### config.mk
export PLATFORM = sky130hd
export DESIGN_NAME = uart_mem_bridge
export DESIGN_NICKNAME = d
export VERILOG_FILES = /design/src/rtl/uart_mem_bridge.sv
export SDC_FILE = /design/constraint.sdc
export NUM_CORES = 1
export LEC_CHECK = 0
export CAP_MARGIN = 30
export CORE_ASPECT_RATIO = 0.9
export CORE_MARGIN = 8
export CORE_UTILIZATION = 54
export DETAILED_ROUTE_END_ITERATION = 10
export PLACE_DENSITY = 0.83
export SLEW_MARGIN = 20
export SYNTH_ARGS = -nofsm -noshare
export SYNTH_HDL_FRONTEND = slang
export SYNTH_SLANG_ARGS = --single-unit
### constraint.sdc
create_clock -name iClock -period 4.7 [get_ports iClock]
set_input_delay 1.41 -clock iClock [delete_from_list [all_inputs] [get_ports iClock]]
set_output_delay 1.41 -clock iClock [all_outputs]
set_load 0.005 [all_outputs]
### src/rtl/uart_mem_bridge.sv
// Host-side command engine: parses fixed-length 'W'/'R' frames from the UART receiver,
// issues one memory access per frame and returns a single response byte.
module uart_mem_bridge #(
    parameter int unsigned ADDR_W         = 16,
    parameter int unsigned TIMEOUT_CYCLES = 32000,
    parameter int unsigned TO_BITS        = 15,
    parameter logic [7:0]  CMD_WR         = 8'h57,
    parameter logic [7:0]  CMD_RD         = 8'h52,
    parameter logic [7:0]  RSP_ACK        = 8'h06,
    parameter logic [7:0]  RSP_NAK        = 8'h15
) (
    input  logic              iClock,
    input  logic              iReset_n,
    input  logic [7:0]        iRxByte,
    input  logic              iRxReady,
    input  logic              iRxError,
    output logic [7:0]        oTxByte,
    output logic              oTxReady,
    input  logic              iTxSent,
    output logic              oMemReq,
    output logic              oMemWe,
    output logic [ADDR_W-1:0] oMemAddr,
    output logic [7:0]        oMemWrData,
    input  logic              iMemAck,
    input  logic [7:0]        iMemRdData,
    output logic              oFrameAbort,
    output logic              oOverrun
);

    typedef enum logic [2:0] {
        S_IDLE,
        S_ADDR_HI,
        S_ADDR_LO,
        S_DATA,
        S_MEM,
        S_TX_START,
        S_TX_WAIT
    } state_t;

    state_t              state_q;
    logic [TO_BITS-1:0]  to_cnt_q;
    logic [7:0]          addr_hi_q;
    logic [7:0]          tx_byte_q;
    logic                tx_ready_q;
    logic                mem_req_q;
    logic                mem_we_q;
    logic [ADDR_W-1:0]   mem_addr_q;
    logic [7:0]          mem_wr_data_q;
    logic                frame_abort_q;
    logic                overrun_q;
    logic                timeout_hit;
    logic                busy;

    always_comb begin
        timeout_hit = (to_cnt_q == TO_BITS'(TIMEOUT_CYCLES - 1));
        busy        = (state_q == S_MEM) || (state_q == S_TX_START) || (state_q == S_TX_WAIT);
    end

    always_ff @(posedge iClock or negedge iReset_n) begin
        if (!iReset_n) begin
            state_q       <= S_IDLE;
            to_cnt_q      <= '0;
            addr_hi_q     <= '0;
            tx_byte_q     <= '0;
            tx_ready_q    <= 1'b0;
            mem_req_q     <= 1'b0;
            mem_we_q      <= 1'b0;
            mem_addr_q    <= '0;
            mem_wr_data_q <= '0;
            frame_abort_q <= 1'b0;
            overrun_q     <= 1'b0;
        end else begin
            tx_ready_q    <= 1'b0;
            frame_abort_q <= 1'b0;
            overrun_q     <= iRxReady && busy;

            case (state_q)
                S_IDLE: begin
                    to_cnt_q <= '0;
                    if (iRxReady) begin
                        if (iRxByte == CMD_WR || iRxByte == CMD_RD) begin
                            mem_we_q <= (iRxByte == CMD_WR);
                            state_q  <= S_ADDR_HI;
                        end else begin
                            tx_byte_q <= RSP_NAK;
                            state_q   <= S_TX_START;
                        end
                    end
                end

                S_ADDR_HI, S_ADDR_LO, S_DATA: begin
                    // A receive error outranks a byte arriving in the same cycle.
                    if (iRxError || timeout_hit) begin
                        frame_abort_q <= 1'b1;
                        to_cnt_q      <= '0;
                        state_q       <= S_IDLE;
                    end else if (iRxReady) begin
                        to_cnt_q <= '0;
                        if (state_q == S_ADDR_HI) begin
                            addr_hi_q <= iRxByte;
                            state_q   <= S_ADDR_LO;
                        end else if (state_q == S_ADDR_LO) begin
                            mem_addr_q <= ADDR_W'({addr_hi_q, iRxByte});
                            if (mem_we_q) begin
                                state_q <= S_DATA;
                            end else begin
                                mem_req_q <= 1'b1;
                                state_q   <= S_MEM;
                            end
                        end else begin
                            mem_wr_data_q <= iRxByte;
                            mem_req_q     <= 1'b1;
                            state_q       <= S_MEM;
                        end
                    end else begin
                        to_cnt_q <= to_cnt_q + 1'b1;
                    end
                end

                S_MEM: begin
                    to_cnt_q <= '0;
                    if (iMemAck && mem_req_q) begin
                        mem_req_q  <= 1'b0;
                        tx_byte_q  <= mem_we_q ? RSP_ACK : iMemRdData;
                        tx_ready_q <= 1'b1;
                        state_q    <= S_TX_START;
                    end
                end

                // Arriving from MEM the strobe is already raised; arriving from IDLE (NAK)
                // it is raised here, so the NAK strobe lands one cycle later.
                S_TX_START: begin
                    to_cnt_q <= '0;
                    if (tx_ready_q) begin
                        state_q <= S_TX_WAIT;
                    end else begin
                        tx_ready_q <= 1'b1;
                    end
                end

                S_TX_WAIT: begin
                    to_cnt_q <= '0;
                    if (iTxSent) begin
                        state_q <= S_IDLE;
                    end
                end

                default: begin
                    to_cnt_q <= '0;
                    state_q  <= S_IDLE;
                end
            endcase
        end
    end

    always_comb begin
        oTxByte     = tx_byte_q;
        oTxReady    = tx_ready_q;
        oMemReq     = mem_req_q;
        oMemWe      = mem_we_q;
        oMemAddr    = mem_addr_q;
        oMemWrData  = mem_wr_data_q;
        oFrameAbort = frame_abort_q;
        oOverrun    = overrun_q;
    end

endmodule

== Word-level counts from Yosys, hierarchy flattened ==
Index checks and enable logic that the tools add are counted.

* Add/sub/neg operators: 1
* Equal/unequal tests: 19
* Muxes and demuxes: 31
* Bitwise gates (word level): 3
* Reductions and logical operators: 17

{| class="wikitable"
|+ Operators with widths
! cell !! number
|-
| $mux 15 || 3
|-
| $mux 8 || 4
|-
| $mux 3 || 10
|-
| $eq 8x7->1 const B || 2
|-
| $pmux 8 s2 || 1
|-
| $add 15x1->15 const B || 1
|-
| $eq 15x15->1 const B || 1
|-
| $pmux 3 s5 || 1
|-
| $reduce_and 5->1 || 3
|-
| $ne 2x2->1 const B || 7
|-
| $mux 1 || 10
|-
| $eq 3x3->1 const B || 3
|-
| $reduce_and 4->1 || 2
|-
| $eq 3x2->1 const B || 2
|-
| $ne 3x3->1 const B || 2
|-
| $reduce_and 6->1 || 1
|-
| $logic_or 1x1->1 || 4
|-
| $pmux 1 s2 || 2
|-
| $reduce_bool 2->1 || 2
|-
| $eq 3x1->1 const B || 1
|-
| $logic_not 3->1 || 1
|-
| $not 1->1 || 3
|-
| $reduce_and 3->1 || 1
|-
| $reduce_or 3->1 || 1
|-
| other kinds (2) || 3
|}

* Flip-flop bits (word level): 63
* Input port bits: 22
* Output and inout port bits: 37
* Word-level logic and storage cells: 82

== Depth between registers and ports, before layout ==
Gate-level depths: netlist of run 1.

* Depth in word-level cells: 6
* Mapped depth: 7
* Mapped depth without buffers: 6

== Least setup slack after synthesis of run 1 ==
No wires, ideal clock.

* Kind: input port to flip-flop
* From: input port iRxByte[3]
* To: register tx_byte_q[5], in the netlist oTxByte[5]
* Library setup time: 0.136 ns
* Arrival time: 2.624 ns
* Required time: 4.564 ns
* Setup slack: 1.940 ns
* Cell stages on the path: 5
* Buffers on the path: 1
* Path through: nor4bb_1 -> nand3_1 -> a21boi_0 -> clkbuf_1 -> o21ai_0

* Longest elaborated chain between the ends: 4
* Elaborated cells between the ends (all ways): 5
* Classes of those cells: eq/ne (3); reduce/logical (2)

{| class="wikitable"
|+ Ends and longest elaborated chain
! element !! line !! RTL
|-
| start, declared || 14 || <nowiki>input logic [7:0] iRxByte,</nowiki>
|-
| $eq 8x7->1 || 81 || <nowiki>if (iRxByte == CMD_WR || iRxByte == CMD_RD) begin</nowiki>
|-
| $logic_or 1x1->1 * || 81 ||
|-
| $ne 2x2->1 (no line) * || - ||
|-
| $reduce_and 4->1 (no line) * || - ||
|-
| end signal, assigned || 124 || <nowiki>tx_byte_q <= mem_we_q ? RSP_ACK : iMemRdData;</nowiki>
|-
| end, declared || 43 || <nowiki>logic [7:0] tx_byte_q;</nowiki>
|}

Every way passes the cells marked *; elsewhere a longest branch is shown, timed or not.
A chain may end at the register's enable or synchronous reset.

== Final worst setup path of run 1 ==
* From: input port iRxByte[4]
* To: register tx_byte_q[2], in the netlist oTxByte[2]

Same word-level chain as after synthesis.

==> results by group, run 1 <==
Global route
  • Initial antenna violation count: 0
  • Tot GR Track Use: 0.1720
  • Wire length of the first global-routing pass: 10670 um
  • Vias in the first global route: 2164
  • Met2 usage: 0.2708
  • Most used routing layer: met2
  • GRT met1 Usage: 0.2019
  • Grt met3 use: 0.07014
  • Gr ovfl total: 0
  • Largest net degree at the start of global routing: 42

Worst setup path
  • CP max stage cell: nor4bb_1
  • CP arrival: 3330 ps
  • Critical Path End Type: flip-flop
  • Maximum fanout along the worst path: 13
  • WS Path Type: primary input to flip-flop
  • CP peak stage delay: 560 ps
  • Critical path startpoint category: primary input
  • Cell Chain, Critical Path: clkdlybuf4s50_1, nor4bb_1, nand3_1, a21boi_0, buf_4, nor4_1, a21oi_1
  • Crit path required time: 4960 ps

Cells and area
  • ANT cells: 0
  • FILL cells: 341
  • Syn-to-layout area delta: 30.65%
  • Final instance area: 3632 um2
  • Share of post-route cells with drive strength above 1: 0.1913
  • Nets: 317

Detailed routing
  • First-pass DRT Iterations: 4
  • Routed WL per cell: 16.85 um
  • Via/cell ratio: 5.496
  • Post-route DRC: 0
  • Initial DRC count: 62
  • Post-route ant nets: 0
  • Total Wirelength: 6115 um
  • Vias post-DR: 1995

Job
  • Max Cap Viol: 0

STA
  • Skew final: 11.83 ps
  • Worst rel slew slack: 0.5513
  • Min Hold Slack: 484.3 ps
  • Tmin final: 3070 ps
  • Worst-Margin Slew: 663.7 ps
  • Max Freq: 325.7 MHz
  • Slew Limit Fails: 0
  • RSZ-0062 raised after global routing: no
  • Tcrit/Tclk final: 0.6532
  • Final setup viols: 0
  • Setup TNS: 0 ps
  • Final Hold Viols: 0

CTS
  • CTS root buffer: clkbuf_8
  • CTS resizes: 0
  • CTS Hold Bufs: 0
  • Clk buf depth: 2
  • Clk sinks: 63
  • Worst-skew pair later-pin latency: 340 ps
  • Setup bufs post-CTS: 0
  • Total CTS buffers: 9
  • H-tree depth: 3
  • CTS tree: built
  • Clock-pin slew on the worst setup and hold paths: 60 ps

Pwr
  • Clock power share: 0.248
  • P_sw: 539.9 uW
  • Power Total: 1880 uW
  • Leakage: 0.001627 uW
  • Switching Fraction: 0.2872
  • Logic pwr share: 0.316
  • Register share of total power: 0.436
  • Pwr per Cell Area: 517.6 nW/um2
  • Pint: 1340 uW
  • Peak VDD IR: 0.3126 mV

Synthesis
  • Sequential area share after synthesis: 0.5671
  • Post-synth top area share: 0.5671
  • Largest cells by area after synthesis: dfrtp_1 (57%), mux2_2 (9.7%), mux2_4 (4.3%), nor2_1 (3.2%), xnor2_1 (2.2%)
  • Number of synthesized register bits: 63
  • Post-synth top flop: dfrtp_1
  • Count leader, synth: dfrtp_1
  • Syn. warnings: 0
  • Post-synth EDFFs: 0
  • Syn nets: 253
  • Async SR Flop Fraction: 1.000
  • Cell taking the most area after synthesis: dfrtp_1
  • Cells after synthesis: 230
  • Netlist cell types: 43
  • Syn_area_per_cell: 12.09 um2
  • Synth cell count leaders: dfrtp_1 (63), mux2_2 (24), nor2_1 (24)
  • Cell area after synthesis: 2780 um2

Hold path
  • Worst min path class: flip-flop to flip-flop

Floorplanning
  • Std-Cell Core Area: 4895 um2
  • Cell row count: 24
  • Die width: 91.64 um
  • I/O pin cnt: 59
  • Die area: 7704 um2
  • Initial Utilization: 0.5680
  • Die height: 84.07 um

Place
  • IO buf count: 58
  • Placed inst area: 3408 um2
  • GP Congestion: 0.7705
  • HPWL Detailed: 4321 um

Run status
  • Outcome: finished clean
[power by group through the flow]
stage               Combinational [uW]  Sequential (uW)  Clock [uW]
finish                             594              819         467
global route                       656              844         496
CTS                                602              819         475
detailed placement                 597              824           0
global placement                   582              818           0
floorplan                          298              789           0
[sequential cells by signal, summed over array words and instances (netlist names)]
register and flops:
oFrameAbort 1, oMemAddr 16, oOverrun 1, state_q 3, oMemWrData 8, oMemWe 1, oMemReq 1, oTxReady 1
addr_hi_q 8, oTxByte 8, to_cnt_q 15
[final timing paths]
kind | startpoint | end | slack [ps] | cells past startpoint
setup / recovery | iRxByte[4] | oTxByte[2] | 1630 | 7
max in group asynchronous | iReset_n | oTxByte[6] | 2980 | 2
min in group asynchronous | iReset_n | addr_hi_q[5] | 1040 | 1
hold / removal | to_cnt_q[0] | to_cnt_q[0] | 480 | 1
setup reg to reg | to_cnt_q[0] | state_q[0] | 2320 | 6
hold reg to reg | to_cnt_q[0] | to_cnt_q[0] | 480 | 1
[cell usage in the layout (no fill, tap or decap), drive strengths merged, types with 6 or more instances in the layout]
cell type      netlist  layout
clkdlybuf4s50        0      57
inv                  9       9
clkbuf               4      11
dfrtp               63      63
xnor2                7       7
o21ai                7       7
a21oi                8       8
nand2               16      16
nand3                7       7
nor2                24      24
xor2                 6       6
mux2                32      32
[kinds of logic (layout without fill, tap and decap cells)]
family	after synthesis	count (layout)	share of synthesized area
AO/OA/AOI/OAI	27	27	0.07022
flip-flops	63	63	0.5671
adder cells (fa/ha/maj)	1	1	0.004500
buffers and inverters	17	85	0.02790
XOR/XNOR	13	13	0.04095
AND/OR/NAND/NOR	77	77	0.1490
multiplexers	32	32	0.1404
[area by class of cell]
type / instances / area (um2) / area share
Multi-Input combinational cell: 150 / 1126 / 0.3100
Inverter: 9 / 33.78 / 0.009301
Clock buffer: 11 / 151.4 / 0.04168
Sequential cell: 63 / 1577 / 0.4340
Timing Repair Buffer: 61 / 618.1 / 0.1702
Clock inverter: 4 / 45.04 / 0.01240
Tap cell: 65 / 81.33 / 0.02239
[worst max-delay path, delay by kind of cell]
family | cells | cell delay (ps)
and+or+nand+nor | 3 | 860
AOI/OAI and AO/OA | 2 | 330
buffers and inverters | 2 | 730
[per-stage QoR]
step / instances / worst slack (ps) / util
after detailed placement: 347 / 1295 / 0.6963
after global placement: 347 / 1374 / 0.6963
final: 363 / 1630 / 0.7421
after floorplan: 230 / 1940 / -
after CTS: 362 / 1644 / 0.7365
after global routing: 363 / 1491 / 0.7421
[routing by layer]
metal	share of wire	wire [um]
met4	0.015	89
met2	0.50	3045
met1	0.42	2571
met3	0.067	408
met5	0	0
No activity file was read; power rests on OpenSTA's default activity.
==> inputs of run 2 (changes only) <==
--- a/config.mk
+++ b/config.mk
@@ -8,9 +8,9 @@
 export CAP_MARGIN = 30
 export CORE_ASPECT_RATIO = 0.9
 export CORE_MARGIN = 8
-export CORE_UTILIZATION = 54
+export CORE_UTILIZATION = 50
 export DETAILED_ROUTE_END_ITERATION = 10
-export PLACE_DENSITY = 0.83
+export PLACE_DENSITY = 0.78
 export SLEW_MARGIN = 20
 export SYNTH_ARGS = -nofsm -noshare
 export SYNTH_HDL_FRONTEND = slang
==> constraint.sdc (replaced) <==
create_clock -name iClock -period 3.13 [get_ports iClock]
set_input_delay 0.939 -clock iClock [delete_from_list [all_inputs] [get_ports iClock]]
set_output_delay 0.939 -clock iClock [all_outputs]
set_load 0.005 [all_outputs]
==> results by group, run 2 (synthesis gave the netlist of run 1 again) <==
Run status
  • Outcome: finished clean

CTS
  • CTS Hold Bufs: 0
  • CTS resizes: 0
  • CTS root buffer: clkbuf_8
  • CTS tree: built
  • Total CTS buffers: 9
  • Clk sinks: 63
  • H-tree depth: 3
  • Setup bufs post-CTS: 0
  • Worst-skew pair later-pin latency: 340 ps
  • Clock-pin slew on the worst setup and hold paths: 60 ps
  • Clk buf depth: 2

Global route
  • Largest net degree at the start of global routing: 64
  • Wire length of the first global-routing pass: 10070 um
  • Gr ovfl total: 0
  • Tot GR Track Use: 0.1593
  • Vias in the first global route: 2118
  • Initial antenna violation count: 0

STA
  • Final Hold Viols: 0
  • Min Hold Slack: 482.5 ps
  • Worst-Margin Slew: 770.1 ps
  • Skew final: 8.216 ps
  • Max Freq: 408.0 MHz
  • Tmin final: 2451 ps
  • Tcrit/Tclk final: 0.7831
  • Final setup viols: 0
  • Worst rel slew slack: 0.4866
  • RSZ-0062 raised after global routing: no
  • Setup TNS: 0 ps
  • Slew Limit Fails: 0

Detailed routing
  • Post-route DRC: 0
  • Via/cell ratio: 5.311
  • Initial DRC count: 85
  • Post-route ant nets: 0
  • First-pass DRT Iterations: 4
  • Routed WL per cell: 16.02 um
  • Total Wirelength: 5863 um
  • Vias post-DR: 1944

Cells and area
  • Multi-input gate area: 1126 um2
  • Syn-to-layout area delta: 31.37%
  • Most frequent cells in the layout: dfrtp_1 (63), clkdlybuf4s50_1 (57), nor2_1 (24), mux2_2 (24), nand2_1 (16)
  • FILL cells: 408
  • Nets: 319
  • Final cell count without fillers: 366
  • Commonest non-fill, non-tap cell in the layout: dfrtp_1
  • Share of post-route cells with drive strength above 1: 0.1940
  • Reg area: 1577 um2
  • ANT cells: 0
  • Number of flip-flops in the largest register: 16

Floorplanning
  • Die height: 86.74 um
  • I/O pin cnt: 59
  • Cell row count: 25
  • Initial Utilization: 0.5228
  • Die width: 94.60 um
  • Die area: 8206 um2
  • Std-Cell Core Area: 5318 um2

Pwr
  • Power Total: 2884 uW
  • Leakage: 0.001632 uW
  • Pwr per Cell Area: 789.6 nW/um2
  • Peak VDD IR: 0.5121 mV

Worst setup path
  • Delay-heaviest family, CP: simple AND/OR/NAND/NOR gates
  • Maximum fanout along the worst path: 16
  • Critical path startpoint category: primary input
  • Critical Path End Type: flip-flop
  • Cells on worst reg2reg path: 6
  • R2r startpoint: to_cnt_q[0]
  • CP max stage cell: mux2_2
  • Cell Chain, Critical Path: clkdlybuf4s50_1, inv_1, o41ai_4, nor3b_2, nand3_2, mux2_2
  • Worst Path Buf+Inv: 2
  • R2R Path End: oMemAddr[4]
  • Crit path required time: 3350 ps
  • WS Path Type: primary input to flip-flop
  • CP arrival: 2670 ps
  • CP peak stage delay: 410 ps
  • Reg2Reg Setup Slack: 860 ps

Job
  • Max Cap Viol: 0

Place
  • Dpl cells: 352
  • HPWL Detailed: 4040 um
  • GP Congestion: 0.7884
  • IO buf count: 58

Hold path
  • Hold Crit Depth: 2
  • Hold EP: oTxByte[6]
  • Min-delay src: oTxByte[6]
  • Worst min path class: flip-flop to flip-flop
==> run 2: where the power goes <==
| part | switching (uW) | internal [uW] | leakage (uW) | total, uW |
|---|---|---|---|---|
| sequential | 170 | 1050 | 0.000825 | 1220 |
| clock | 296 | 483 | 0.000108 | 778 |
| combinational | 327 | 561 | 0.000699 | 888 |
==> run 2: metal layers <==
| layer | GRT usage | vias up | share of wire |
|---|---|---|---|
| met5 | 0 | - | 0 |
| met4 | 0.07507 | 0 | 0.018 |
| met3 | 0.07858 | 10 | 0.080 |
| met2 | 0.2317 | 49 | 0.46 |
| met1 | 0.1921 | 940 | 0.44 |
| li1 | - | 945 | - |
==> run 2: cell type report <==
cell class | instances | share of cell area
clock inverter | 3 | 0.01850
tap | 67 | 0.02295
multi-input combinational | 150 | 0.3083
timing repair buffer | 63 | 0.1679
inverter | 9 | 0.009250
sequential | 63 | 0.4317
clock buffer | 11 | 0.04145
==> run 2: worst max path at each step <==
stage,from,to,slack (ps),depth (start not counted)
final,iRxError,oMemAddr[4],680,6
after global routing,iRxReady,oTxByte[2],540,6
after CTS,iRxError,oMemAddr[4],690,6
after detailed placement,iRxError,oMemAddr[4],310,6
after global placement,iRxError,oMemAddr[0],360,6
after floorplan,iRxByte[3],oTxByte[5],840,5
==> run 2: worst min-delay path, delay by kind of cell (launching register included) <==
| kind | cells | cell delay (ps) |
|---|---|---|
| AO/OA/AOI/OAI | 1 | 60 |
| flip-flops | 1 | 340 |
| AND/OR/NAND/NOR | 1 | 40 |
==> run 2: through the flow <==
step / instance area [um2] / worst slack, ps / util
detailed placement: 3433 / 313.5 / 0.6456
floorplan: 2780 / 841.4 / -
global placement: 3433 / 359.2 / 0.6456
global route: 3652 / 540.6 / 0.6868
CTS: 3652 / 692.0 / 0.6868
finish: 3652 / 678.8 / 0.6868
==> inputs of run 3 (changes only) <==
==> constraint.sdc (replaced) <==
create_clock -name iClock -period 2.3 [get_ports iClock]
set_input_delay 0.69 -clock iClock [delete_from_list [all_inputs] [get_ports iClock]]
set_output_delay 0.69 -clock iClock [all_outputs]
set_load 0.005 [all_outputs]
==> results by group, run 3 (synthesis gave the netlist of run 1 again) <==
Detailed routing
  • Routed WL per cell: 16.51 um
  • Initial DRC count: 118
  • First-pass DRT Iterations: 4
  • Via/cell ratio: 5.265
  • Total Wirelength: 6358 um
  • Post-route DRC: 0
  • Post-route ant nets: 0
  • Vias post-DR: 2027

Global route
  • Tot GR Track Use: 0.1695
  • Wire length of the first global-routing pass: 10720 um
  • Vias in the first global route: 2162
  • Largest net degree at the start of global routing: 44
  • Gr ovfl total: 0
  • Initial antenna violation count: 0

Worst setup path
  • CP max stage cell: clkdlybuf4s50_1
  • Critical Path End Type: flip-flop
  • CP peak stage delay: 540 ps
  • Critical path startpoint category: primary input
  • Maximum fanout along the worst path: 13
  • CP arrival: 2300 ps
  • WS Path Type: primary input to flip-flop
  • Worst Path Buf+Inv: 2
  • Cell Chain, Critical Path: clkdlybuf4s50_1, nor4b_1, a21boi_0, buf_4, nor4_1, a21oi_1
  • Delay-heaviest family, CP: buffers and inverters
  • Crit path required time: 2510 ps

Floorplanning
  • I/O pin cnt: 59
  • Die area: 8206 um2
  • Cell row count: 25
  • Initial Utilization: 0.5228
  • Std-Cell Core Area: 5318 um2
  • Die height: 86.74 um
  • Die width: 94.60 um

CTS
  • Clk buf depth: 2
  • H-tree depth: 3
  • Clock-pin slew on the worst setup and hold paths: 70 ps
  • CTS root buffer: clkbuf_8
  • CTS resizes: 0
  • CTS tree: built
  • CTS Hold Bufs: 0
  • Worst-skew pair later-pin latency: 330 ps
  • Total CTS buffers: 9
  • Setup bufs post-CTS: 0
  • Clk sinks: 63

Place
  • IO buf count: 58
  • Dpl ws: -108.0 ps
  • HPWL Detailed: 4587 um
  • Placed inst area: 3573 um2
  • Dpl cells: 369
  • GP Congestion: 0.7904

STA
  • RSZ-0062 raised after global routing: no
  • Final Hold Viols: 0
  • Skew final: 10.52 ps
  • Worst-Margin Slew: 541.8 ps
  • Final WS setup: 217.0 ps
  • Max Freq: 480.1 MHz
  • Worst rel slew slack: 0.6388
  • Tmin final: 2083 ps
  • Slew Limit Fails: 0
  • Tcrit/Tclk final: 0.9056
  • Final setup viols: 0

Cells and area
  • Nets: 336
  • Share of post-route cells with drive strength above 1: 0.2358
  • FILL cells: 401
  • Final cell count without fillers: 385
  • Number of flip-flops in the largest register: 16
  • Syn-to-layout area delta: 35.37%
  • Final instance area: 3764 um2
  • ANT cells: 0
  • Commonest non-fill, non-tap cell in the layout: dfrtp_1
  • Most frequent cells in the layout: dfrtp_1 (63), clkdlybuf4s50_1 (57), nor2_1 (24), mux2_2 (24), buf_4 (21)
  • Post-layout util: 0.7078

Pwr
  • Leakage: 0.001708 uW
  • Pwr per Cell Area: 1031 nW/um2
  • Peak VDD IR: 0.6811 mV

Run status
  • Outcome: finished clean

Hold path
  • Worst min path class: primary input to asynchronous set/reset pin

Job
  • Max Cap Viol: 0
run 3: layout make-up:
type                            count  area (um2)  share of cell area
Sequential cell                    63        1577              0.4189
Multi-Input combinational cell    150        1126              0.2992
Clock buffer                       12       145.1             0.03856
Clock inverter                      4       45.04             0.01197
Tap cell                           67       83.83             0.02227
Timing Repair Buffer               80       753.2              0.2001
Inverter                            9       33.78            0.008976
run 3: where the power goes:
part	internal, uW	leakage, uW	switching, uW
sequential	1430	0.000825	252
combinational	805	0.000783	460
clock	526	0.000100	411
run 3: layer usage:
metal / global-route usage / up-vias / share of wire
met5: 0 / - / 0
met4: 0.07790 / 0 / 0.0077
met3: 0.06045 / 4 / 0.061
met1: 0.2111 / 997 / 0.45
li1: - / 965 / -
met2: 0.2563 / 61 / 0.48
run 3: path summary, 6_finish.rpt:
check | startpoint | end | slack, ps | cells after the start
setup / recovery | iRxReady | oTxByte[2] | 220 | 6
hold / removal | iReset_n | state_q[1] | 320 | 2
min in group iClock | oTxByte[1] | oTxByte[1] | 480 | 2
hold reg to reg | oTxByte[1] | oTxByte[1] | 480 | 2
max in group asynchronous | iReset_n | oTxByte[5] | 1490 | 2
setup reg to reg | to_cnt_q[0] | oMemWrData[3] | 230 | 7
run 3: through the flow:
step	TNS (ps)	hold WS, ps	total power (uW)
global route	0	341.6	4123
CTS	0	311.9	3922
finish	0	320.9	3881
detailed placement	-2193	470.2	2959
floorplan	0	394.4	2222
global placement	-1247	464.2	2919
==> edit, RTL diff (settings of run 2) <==
`TO_BITS`: 15 -> 17.
--- a/src/rtl/uart_mem_bridge.sv
+++ b/src/rtl/uart_mem_bridge.sv
@@ -4,5 +4,5 @@
     parameter int unsigned ADDR_W         = 16,
     parameter int unsigned TIMEOUT_CYCLES = 32000,
-    parameter int unsigned TO_BITS        = 15,
+    parameter int unsigned TO_BITS        = 17,
     parameter logic [7:0]  CMD_WR         = 8'h57,
     parameter logic [7:0]  CMD_RD         = 8'h52,
Check against the original RTL: no difference found for any inputs over 4 cycles, from zero or initial values and one cycle with iReset_n low; that may be too few to reach the edited logic, so the function may still have changed.
==> edit against run 2 <==
Wire length grew 4.4%; largest power group unchanged; worst setup slack lost 170 ps; final area grew 3.3%; synthesized cell count grew 4.3%; sequential cell count grew 2; count of clock-buffer cells in the layout is the same; synthesized area grew 4.6%; non-clock buffer count is the same; clock skew shrank 3.0 ps; total power grew 2.4%; critical path depth is the same; clock power shrank 9.1%; final cell count grew 3.8%.
==> edit: results (changes against run 2) <==
outcome:
  status: "finished, final reports clean"  # unchanged
synth:
  ys_top_cells_by_count: "sky130_fd_sc_hd__dfrtp_1 (65), sky130_fd_sc_hd__nor2_1 (27), sky130_fd_sc_hd__mux2_2 (24)"  # was sky130_fd_sc_hd__dfrtp_1 (63), sky130_fd_sc_hd__mux2_2 (24), sky130_fd_sc_hd__nor2_1 (24)
  ys_seq_area_share_pct: 55.9  # was 56.7%
  synth.lib_cells_used.distinct: 42  # was 43
  mappedNetlistNets: 263  # was 253
  postSynthCellCount: 240  # was 230
placed_design:
  placed_cells: 364  # was 352
  place_ws_ps: 181  # was 314 ps
  globalplace.congestion: 0.770  # was 0.788
  placedInstanceArea_um2: 3580  # was 3430 um2
  detailed_place_hpwl_um: 4440  # was 4040 um
pwr:
  p_leak_nw: 1.59  # was 1.63 nW
  worst_ir_drop_vdd_v: 0.000561  # was 0.000512 V
worst_setup_path:
  critPathArrivalTime_ps: 2860  # was 2670 ps
  critical_path_peak_fanout: 4  # was 16
final_layout:
  bufAreaShareNonClock_pct: 16.9  # was 16.8%
  sh_seq_area_pct: 43.1  # was 43.2%
  share_of_final_layout_cell_area_taken_by_clock_buffers_and_inverters_pct: 5.21  # was 6.00%
  layout.sequential_cells: 65  # was 63
  layout.filler_cells: 445  # was 408
  net_count_of_the_finished_layout: 328  # was 319
  multiInputCombCellCount: 156  # was 150
  multi_input_area_share_pct: 31.4  # was 30.8%
detailed_routing:
  detailedRoute.firstPassIterationCount: 5  # was 4
  drt-total-wl_um: 6120  # was 5860 um
  met3WireLength_um: 469  # was 470 um
  routed_wire_length_per_instance_um: 16.1  # was 16.0 um
  routed-wl-met2_um: 2850  # was 2690 um
  wl_met1_um: 2720  # was 2590 um
  iteration_0_drc_count_of_the_detailed_router: 52  # was 85
global_routing:
  grtUsageMet3_pct: 7.63  # was 7.86%
  grt_util_met2_pct: 23.3  # was 23.2%
  vias_in_the_first_global_route: 2112  # was 2118
  grtUsageMet1_pct: 19.6  # was 19.2%
  grt_pass1_wl_um: 10300  # was 10100 um
sta:
  worst_slew_margin_rel_pct: 55.8  # was 48.7%
## edit: path summary, 6_finish.rpt
path | startpoint | end | depth (start not counted)
worst max-delay path | iRxByte[7] | oTxByte[2]$_DFFE_PN0P_ | 6
worst min-delay path | oTxByte[1]$_DFFE_PN0P_ | oTxByte[1]$_DFFE_PN0P_ | 1
worst max register to register | to_cnt_q[9]$_DFF_PN0_ | to_cnt_q[14]$_DFF_PN0_ | 6
worst min register to register | oTxByte[1]$_DFFE_PN0P_ | oTxByte[1]$_DFFE_PN0P_ | 1
max in group asynchronous | iReset_n | oMemWrData[6]$_DFFE_PN0P_ | 2
min in group asynchronous | iReset_n | oTxReady$_DFF_PN0_ | 1
## edit: cells by family (layout without fill, tap and decap cells)
logic type | Yosys count | after routing | share of synthesized area (%)
muxes | 38 | 38 | 15.8
xor gates and xnor gates | 16 | 16 | 4.82
DFF | 65 | 65 | 55.9
adders and majority gates | 1 | 1 | 0.430
buffers and inverters | 19 | 89 | 3.31
and+or+nand+nor | 81 | 81 | 15.1
AOI/OAI and AO/OA | 20 | 20 | 4.60
## edit: critical path: stages
cell                              delay (ps)
sky130_fd_sc_hd__clkdlybuf4s50_1         460
sky130_fd_sc_hd__nand4bb_1               210
sky130_fd_sc_hd__nor3b_1                 450
sky130_fd_sc_hd__nand2_1                 180
sky130_fd_sc_hd__a31oi_2                 260
sky130_fd_sc_hd__mux2_2                  350
## edit: report_power, final
part | internal [mW] | total, mW | switching (mW)
Sequential | 1.09 | 1.28 | 0.186
Clock | 0.387 | 0.707 | 0.320
Combinational | 0.628 | 0.965 | 0.337
Total | 2.11 | 2.95 | 0.844
